## src/rtl/char_transmitter_pkg.sv

```systemverilog
// Shared definitions for the character link: FSM state encoding,
// character width and the constants also used by the far-end receiver.
package char_transmitter_pkg;

  typedef enum logic [1:0] {
    ST_IDLE  = 2'd0,
    ST_START = 2'd1,
    ST_DATA  = 2'd2,
    ST_STOP  = 2'd3
  } tx_state_e;

  localparam int CHAR_W               = 8;
  localparam int CHAR_SPACE           = 27;
  localparam int DEFAULT_CLKS_PER_BIT = 10417;

  // Width of a counter that must hold 0..n-1; never narrower than one bit.
  function automatic int cnt_width(input int n);
    return (n > 1) ? $clog2(n) : 1;
  endfunction

endpackage

```

## src/rtl/char_fifo.sv

```systemverilog
// Synchronous FIFO buffering characters between the Morse decoder and
// the serializer. Push is ignored when full, pop is ignored when empty.
// Read data is the entry at the read pointer (show-ahead).
module char_fifo #(
  parameter int DEPTH = 4,
  parameter int WIDTH = 8
) (
  input  logic             clk_i,
  input  logic             rst_n_i,
  input  logic             push_i,
  input  logic [WIDTH-1:0] data_i,
  input  logic             pop_i,
  output logic [WIDTH-1:0] data_o,
  output logic             full_o,
  output logic             empty_o
);

  localparam int AW = $clog2(DEPTH);

  logic [WIDTH-1:0] mem_q [DEPTH];
  logic [AW-1:0]    wr_ptr_q;
  logic [AW-1:0]    rd_ptr_q;
  logic [AW:0]      count_q;
  logic [AW:0]      count_d;
  logic             push_ok;
  logic             pop_ok;

  assign full_o  = (count_q == (AW+1)'(DEPTH));
  assign empty_o = (count_q == '0);
  assign push_ok = push_i & ~full_o;
  assign pop_ok  = pop_i & ~empty_o;
  assign data_o  = mem_q[rd_ptr_q];

  // Occupancy after this cycle's push and pop; a simultaneous pair cancels.
  always_comb begin
    count_d = count_q + {{AW{1'b0}}, push_ok} - {{AW{1'b0}}, pop_ok};
  end

  // Pointers wrap naturally at the power-of-two depth.
  always_ff @(posedge clk_i) begin
    if (!rst_n_i) begin
      wr_ptr_q <= '0;
      rd_ptr_q <= '0;
      count_q  <= '0;
    end else begin
      if (push_ok) wr_ptr_q <= wr_ptr_q + AW'(1);
      if (pop_ok)  rd_ptr_q <= rd_ptr_q + AW'(1);
      count_q <= count_d;
    end
  end

  // Storage array is data only and is not reset.
  always_ff @(posedge clk_i) begin
    if (push_ok) mem_q[wr_ptr_q] <= data_i;
  end

endmodule

```

## src/rtl/char_transmitter.sv

```systemverilog
// UART serializer feeding the XBee radio: 1 start bit, 8 data bits LSB
// first, stop bit(s), CLKS_PER_BIT clocks per bit, characters buffered in
// char_fifo. Build option CHAR_TX_STOP2_EN stretches the stop bit to two
// bit-times; back-to-back frames still follow with no idle gap.
module char_transmitter
  import char_transmitter_pkg::*;
#(
  parameter int CLKS_PER_BIT = DEFAULT_CLKS_PER_BIT,
  parameter int FIFO_DEPTH   = 4
) (
  input  logic              cclk,
  input  logic              rstb,
  input  logic [CHAR_W-1:0] char_in,
  input  logic              char_valid,
  output logic              char_ready,
  output logic              tx_out,
  output logic              busy
);

  localparam int               CNT_W    = cnt_width(CLKS_PER_BIT);
  localparam logic [CNT_W-1:0] CNT_LAST = CNT_W'(CLKS_PER_BIT - 1);

  tx_state_e         state_q;
  logic [CNT_W-1:0]  cyc_q;
  logic [2:0]        bit_idx_q;
  logic [CHAR_W-1:0] shift_q;
  logic              tx_q;

  logic              fifo_full;
  logic              fifo_empty;
  logic [CHAR_W-1:0] fifo_data;
  logic              bit_end;
  logic              last_stop;
  logic              pop;

  char_fifo #(
    .DEPTH (FIFO_DEPTH),
    .WIDTH (CHAR_W)
  ) u_fifo (
    .clk_i   (cclk),
    .rst_n_i (rstb),
    .push_i  (char_valid),
    .data_i  (char_in),
    .pop_i   (pop),
    .data_o  (fifo_data),
    .full_o  (fifo_full),
    .empty_o (fifo_empty)
  );

  assign bit_end = (cyc_q == CNT_LAST);

`ifdef CHAR_TX_STOP2_EN
  // bit_idx_q counts the stop bit-times: the frame ends on the second one.
  assign last_stop = bit_idx_q[0];
`else
  assign last_stop = 1'b1;
`endif

  // Pop when idle, or at the very end of the stop interval so the next
  // start bit follows the stop bit directly.
  assign pop = ~fifo_empty &
               ((state_q == ST_IDLE) |
                ((state_q == ST_STOP) & bit_end & last_stop));

  assign char_ready = ~fifo_full;
  assign busy       = (state_q != ST_IDLE) | ~fifo_empty;
  assign tx_out     = tx_q;

  // Frame sequencer; tx_q registers the current state's line level, so the
  // pin lags the state by one clock and never glitches.
  always_ff @(posedge cclk) begin
    if (!rstb) begin
      state_q   <= ST_IDLE;
      cyc_q     <= '0;
      bit_idx_q <= '0;
      tx_q      <= 1'b1;
    end else begin
      unique case (state_q)
        ST_IDLE: begin
          tx_q <= 1'b1;
          if (pop) begin
            state_q   <= ST_START;
            cyc_q     <= '0;
            bit_idx_q <= '0;
          end
        end
        ST_START: begin
          tx_q <= 1'b0;
          if (bit_end) begin
            state_q   <= ST_DATA;
            cyc_q     <= '0;
            bit_idx_q <= '0;
          end else begin
            cyc_q <= cyc_q + CNT_W'(1);
          end
        end
        ST_DATA: begin
          tx_q <= shift_q[bit_idx_q];
          if (bit_end) begin
            cyc_q <= '0;
            if (bit_idx_q == 3'd7) begin
              state_q   <= ST_STOP;
              bit_idx_q <= '0;
            end else begin
              bit_idx_q <= bit_idx_q + 3'd1;
            end
          end else begin
            cyc_q <= cyc_q + CNT_W'(1);
          end
        end
        ST_STOP: begin
          tx_q <= 1'b1;
          if (bit_end) begin
            cyc_q <= '0;
            if (!last_stop) begin
              bit_idx_q <= 3'd1;
            end else begin
              bit_idx_q <= '0;
              state_q   <= pop ? ST_START : ST_IDLE;
            end
          end else begin
            cyc_q <= cyc_q + CNT_W'(1);
          end
        end
        default: begin
          state_q <= ST_IDLE;
          tx_q    <= 1'b1;
        end
      endcase
    end
  end

  // Capture the popped character for serialisation.
  always_ff @(posedge cclk) begin
    if (pop) shift_q <= fifo_data;
  end

endmodule

```

## config.mk

```make
export PLATFORM = sky130hd
export DESIGN_NAME = char_transmitter
export DESIGN_NICKNAME = d
export VERILOG_FILES = /design/src/rtl/char_transmitter_pkg.sv /design/src/rtl/char_fifo.sv /design/src/rtl/char_transmitter.sv
export SDC_FILE = /design/constraint.sdc
export NUM_CORES = 1
export LEC_CHECK = 0
export CELL_PAD_IN_SITES_DETAIL_PLACEMENT = 1
export CELL_PAD_IN_SITES_GLOBAL_PLACEMENT = 1
export CORE_ASPECT_RATIO = 1.4
export CORE_MARGIN = 3
export CORE_UTILIZATION = 50
export CTS_BUF_LIST = sky130_fd_sc_hd__clkbuf_8
export DETAILED_ROUTE_END_ITERATION = 10
export PLACE_DENSITY_LB_ADDON = 0.2
export REMOVE_ABC_BUFFERS = 1
export SLEW_MARGIN = 20
export SYNTH_ARGS = -nofsm -noshare
export SYNTH_HDL_FRONTEND = slang
export SYNTH_SLANG_ARGS = --single-unit
```

## constraint.sdc

```tcl
create_clock -name cclk -period 3.4 [get_ports cclk]
set_input_delay 0.85 -clock cclk [delete_from_list [all_inputs] [get_ports cclk]]
set_output_delay 0.85 -clock cclk [all_outputs]
set_load 0.05 [all_outputs]
```

# After elaboration in Yosys (flattened, before gate mapping)
# Memory sizes are Yosys's and may differ from the RTL's. A register that Yosys moved wholly into a read port is not among the register bits.
# Index checks and enable logic that the tools add are counted.
[word_totals] regBits=27 mem_bits_rw=32 input_bits=11 wordCells=63 mem_count=1
[op_classes] n_addsub=6 magnitude_cmp=1 eq_ne=12 n_mux=20 bitwise=8 n_reduce_logical=8
[mem_list] name="u_fifo.mem_q" words=4 width=8 read_ports=1 rd_clocked_by_memory_dff=1 write_ports=1 line="char_fifo.sv:20" rtl="logic [WIDTH-1:0] mem_q [DEPTH];"
[ops] operator="2-to-1 mux 14 bit" count=2
[ops] operator="case mux 14 bit (2 select lines)" count=1
[ops] operator="adder 14 x 1 -> 14 bit (second input constant)" count=1
[ops] operator="== test 14 bit (second input constant)" count=1
[ops] operator="2-to-1 mux 3 bit" count=4
[ops] operator="2-to-1 mux 2 bit" count=5
[ops] operator="!= test 2 bit (second input constant)" count=5
[ops] operator="case mux 3 bit (3 select lines)" count=1
[ops] operator="case mux 2 bit (4 select lines)" count=1
[ops] operator="== test 3 bit (second input constant)" count=2
[ops] operator="AND reduction 5 bit" count=1
[ops] operator="adder 2 x 1 -> 2 bit (second input constant)" count=2
[ops] operator="bitwise AND 1 bit" count=4
[ops] operator="== test 2 bit (second input constant)" count=2
[ops] operator="less-than comparator 3 x 4 -> 1 bit (second input constant)" count=1
[ops] operator="2-to-1 mux 1 bit" count=4
[ops] operator="OR reduction 2 bit" count=2
[ops] operator="adder 3 x 1 -> 3 bit" count=1
[ops] operator="adder 3 x 1 -> 3 bit (second input constant)" count=1
[ops] operator="binary-select mux 1 bit (select 3 bit)" count=1
[ops] operator="zero test 3 bit" count=1
[ops] operator="case mux 1 bit (3 select lines)" count=1
[ops] operator="AND reduction 3 bit" count=1
[ops] operator="OR reduction 3 bit" count=1
[ops] operator="7 further kinds" count=9

# Longest topological paths before layout
# Gate-level depths: netlist of the first run.
[logic_depth] depth_word=7 mapped_depth=13 ltp_nobuf=12

# By module
# A second synthesis of the first run with hierarchy kept.
[hier_totals] cells_unflattened=256 area_unflattened_um2=3193.1
[modules_own_cells] mod="char_fifo" instances=1 cells_each=92 area_each_um2=1637.8 seq_area_each_um2=1141.1
[modules_own_cells] mod="char_transmitter" instances=1 cells_each=164 area_each_um2=1555.2 seq_area_each_um2=640.6

# Least setup slack after synthesis of the first run
# Ideal clock, no wire load.
[synth_timing] kind="flip-flop to flip-flop" start="register cyc_q[0]" end="register u_fifo.count_q[2]" setup_time_ns=0.128 arrival_time_ns=2.409 t_required_ns=3.272 slack_ns=0.863 path_stages_with_launch=14 period_less_slack_ns=2.537 path_cell_list="dfxtp_1 -> inv_1 -> ha_1 -> and3b_1 -> and4_1 -> buf_6 -> a21oi_2 -> nor2_1 -> ha_1 -> inv_1 -> ha_1 -> fa_1 -> xnor2_1 -> nor2_1"
[synth_via] elab_chain_len=6
[synth_rtl] item="start: declaration" line="char_transmitter.sv:24" rtl="logic [CNT_W-1:0] cyc_q;"
[synth_rtl] item="start signal: assignment" line="char_transmitter.sv:94" rtl="cyc_q <= cyc_q + CNT_W'(1);"
[synth_rtl] item="start signal: assignment" line="char_transmitter.sv:108" rtl="cyc_q <= cyc_q + CNT_W'(1);"
[synth_rtl] item="start signal: assignment" line="char_transmitter.sv:122" rtl="cyc_q <= cyc_q + CNT_W'(1);"
[synth_rtl] item="== test 14 bit" line="char_transmitter.sv:50" rtl="assign bit_end = (cyc_q == CNT_LAST);"
[synth_rtl] item="bitwise AND 1 bit" line="char_transmitter.sv:63" rtl="((state_q == ST_STOP) & bit_end & last_stop));"
[synth_rtl] item="OR 1 bit" line="char_transmitter.sv:62" rtl="((state_q == ST_IDLE) |"
[synth_rtl] item="bitwise AND 1 bit" line="char_transmitter.sv:61" rtl="assign pop = ~fifo_empty &"
[synth_rtl] item="bitwise AND 1 bit" line="char_fifo.sv:31" rtl="assign pop_ok = pop_i & ~empty_o;"
[synth_rtl] item="named net u_fifo.pop_ok" line="char_fifo.sv:26" rtl="logic pop_ok;"
[synth_rtl] item="subtractor 3 x 1 -> 3 bit" line="char_fifo.sv:36" rtl="count_d = count_q + {{AW{1'b0}}, push_ok} - {{AW{1'b0}}, pop_ok};"
[synth_rtl] item="end signal: assignment" line="char_fifo.sv:48" rtl="count_q <= count_d;"
[synth_rtl] item="end: declaration" line="char_fifo.sv:23" rtl="logic [AW:0] count_q;"
# The timed path passes the listed nets, and every way through them passes these cells.
# A chain may end at the register's enable or synchronous reset.

# Final worst setup path of the first run
[layout_timing] start="register state_q[0]" end="output busy"
[layout_via] elab_chain_len=2
[layout_rtl] item="start: declaration" line="char_transmitter.sv:23" rtl="tx_state_e state_q;"
[layout_rtl] item="start signal: assignment" line="char_transmitter.sv:119" rtl="state_q <= pop ? ST_START : ST_IDLE;"
[layout_rtl] item="nonzero test 2 bit" line="char_transmitter.sv:66" rtl="assign busy = (state_q != ST_IDLE) | ~fifo_empty;"
[layout_rtl] item="OR 1 bit" line="char_transmitter.sv:66"
[layout_rtl] item="end: declaration" line="char_transmitter.sv:17" rtl="output logic busy"
# No other way between the ends.

==> out/qor.csv, run 1 <==
metric;value;unit
status;complete, no violations;
maximum fanout along the worst path;6;
xor/xnor cell area share of the yosys netlist;0.0117;
Hold Path Class;register to register;
die area;0.00697;mm²
crit path kind;register to output port;
CP Launch Type;register;
drt drc;0;
Comb pwr share;0.273;
final max-slew violation count;0;
Clock power frac;0.285;
clock skew;0.00752;ns
Synth Warn #;0;
leakage;1.18;nW
mapped cell area;0.00300;mm²
gpl congestion;0.772;
RSZ-0062 raised after global routing;no;
IO buf count;13;
Synth Instances;240;
number of synthesized register bits;67;
Crit. End Element;output port;
ratio of cells with drive above 1 in the final layout;0.128;
CTS tree;built;
Post-Synth Simple-Gate Area;0.142;
largest family of logic cells by synthesized area;simple AND/OR/NAND/NOR gates;
post-synthesis sequential area ratio;0.581;
most frequent cells after synthesis;edfxtp_1 (40), dfxtp_1 (27), inv_1 (17);
postcts setup bufs;0;
Yosys top cell by area;edfxtp_1;
switching share of power;0.326;
Final ANT Viol Nets;0;
number of global-route vias before repair;2133;
final wirelength;6.08;mm
final-report setup violation count;0;
CTS buffer count;9;
PwrDens;761;mW/mm²
Hold Buf Count CTS;0;
max_cap viols;0;
mean routed wirelength per cell;18.3;µm
clk_lat worst skew;0.34;ns
Setup TNS;0;ns
Adder-Cell Fraction of Synth Area;0.0693;
First-pass DRT Iterations;4;
Final Net Count;287;
Layout area overhead;14.2;%
Synth Flop Type;edfxtp_1;
clock tree sinks;67;
PostCTS Resize Cnt;0;
Flop pwr share;0.442;
Compound-Gate Fraction of Synth Area;0.0852;
largest net degree at the start of global routing;15;
Tot GR Track Use;0.200;
final core utilization;0.606;
Syn Area/Cell;12.5;µm²
htree depth;3;
ranking of synthesized cells by area;edfxtp_1 (40%), dfxtp_1 (18%), mux4_2 (6.8%);
grt total ovfl;0;
fmax;0.317;GHz
Root Driver;clkbuf_8;
vias per cell;5.78;
first-pass GRT wire length;10.6;mm
DRT iter0 DRCs;86;
Rows;32;
Slew @ Worst Pin;0.640;ns
ys async rst share;0;
Die W;71.4;µm
IR Drop Worst-Case VDD;0.000431;V
unique cell type count in the Yosys netlist;41;
period utilization;0.928;
Clk pin slew, worst setup/hold paths;0.08;ns
P_sw;0.000848;W
Starting Density;0.531;
relative slew slack;0.572;
# IOs;14;
ant diodes;0;
EDFF count, synth;40;
Vias;1925;
most common cell in the netlist;edfxtp_1;
initial antenna violation count;0;
Arr. time, crit path;2.31;ns
mux cell area share after synthesis;0.0777;
HPWL Detailed;4.44;mm
final hold violations;0;
Yosys top cell area share;0.401;
chip height;97.6;µm
Core Area;0.00565;mm²
critical path required time;2.55;ns
internal power;0.00176;W
Max clock buf depth;2;
post-layout min period;3.16;ns
critical path, cell delays in order (launching register included):
cell and delay [ns]:
dfxtp_1 0.40, inv_1 0.10, ha_1 0.28, and2_1 0.22, inv_1 0.15, clkdlybuf4s50_1 0.82
through the flow:
step | cell area (µm²) | std cells | worst slack, ns | power [W] | hold WS [ns]
2_1_floorplan | 2960 | 233 | 0.893 | 0.00165 | 0.445
4_1_cts | 3420 | 333 | 0.219 | 0.00264 | 0.504
6_report | 3420 | 333 | 0.244 | 0.00260 | 0.505
5_1_grt | 3420 | 333 | 0.120 | 0.00276 | 0.524
3_3_place_gp | 3200 | 317 | 0.643 | 0.00184 | 0.479
3_5_place_dp | 3200 | 317 | 0.601 | 0.00189 | 0.493
cell type report:
cell class                 instances  area [µm²]
fill                             576        2220
sequential                        67        1740
multi-input combinational        149        1150
timing repair buffer              16         153
clock buffer                       9         124
clock inverter                     7        98.8
tap                               68        85.1
inverter                          17        63.8
layer usage:
layer / vias up / GRT usage / part of all wire
li1: 930 / - / -
met1: 960 / 0.218 / 0.38
met2: 22 / 0.365 / 0.58
met3: 13 / 0.0466 / 0.023
met4: 0 / 0.0796 / 0.023
met5: - / 0 / 0
flip-flops by register name, indices dropped and copies added, names as in the netlist:
signal	cells
shift_q	8
u_fifo.rd_ptr_q	2
u_fifo.count_q	3
cyc_q	14
state_q	2
u_fifo.mem_q	32
tx_out	1
u_fifo.wr_ptr_q	2
bit_idx_q	3
power by group through the flow:
stage | Combinational [W] | Clock (W) | Sequential (W)
3_5_place_dp | 0.000721 | 0 | 0.00117
3_3_place_gp | 0.000683 | 0 | 0.00116
5_1_grt | 0.000795 | 0.000792 | 0.00117
2_1_floorplan | 0.000501 | 0 | 0.00114
4_1_cts | 0.000726 | 0.000757 | 0.00116
6_report | 0.000712 | 0.000742 | 0.00115
worst paths after layout:
| kind | startpoint | end | slack (ns) | depth (start not counted) |
|---|---|---|---|---|
| max | state_q[0] | busy | 0.24 | 5 |
| min | cyc_q[5] | cyc_q[5] | 0.50 | 2 |
| max reg2reg | cyc_q[0] | u_fifo.count_q[2] | 0.63 | 12 |
| min reg2reg | cyc_q[5] | cyc_q[5] | 0.50 | 2 |
cell usage in the layout (no fill, tap or decap), types with 3 or more instances in the layout:
cell type        Yosys  routed
edfxtp_1            40      40
dfxtp_1             27      27
inv_1               17      17
ha_1                15      15
nor2_1              13      13
nand2_1             13      13
a21oi_1             13      13
clkdlybuf4s50_1      0      13
nand3_1             12      12
o21ai_0             12      12
mux4_2               9       9
clkbuf_8             0       9
a31oi_1              8       8
or3_1                7       7
and2_1               5       5
and3_1               5       5
xnor2_1              3       3
nand4_1              3       3
mux2i_1              3       3
nand2b_1             3       3
inv_6                0       3
buf_4                0       3
cell families after synthesis:
| group | Yosys count |
|---|---|
| AND/OR/NAND/NOR | 75 |
| flip-flops | 67 |
| AO/OA/AOI/OAI | 42 |
| adder cells (fa/ha/maj) | 16 |
| XOR/XNOR | 4 |
| buffers and inverters | 24 |
| multiplexers | 12 |
No activity file was read; power rests on OpenSTA's default activity.
==> run 2, diff against run 1 <==
--- a/config.mk
+++ b/config.mk
@@ -5,6 +5,7 @@
 export SDC_FILE = /design/constraint.sdc
 export NUM_CORES = 1
 export LEC_CHECK = 0
+export ABC_CLOCK_PERIOD_IN_PS = 3400
 export CELL_PAD_IN_SITES_DETAIL_PLACEMENT = 1
 export CELL_PAD_IN_SITES_GLOBAL_PLACEMENT = 1
 export CORE_ASPECT_RATIO = 1.4
==> results of run 2 <==
No change in the layout: final DEF, timing and power equal those of run 1.
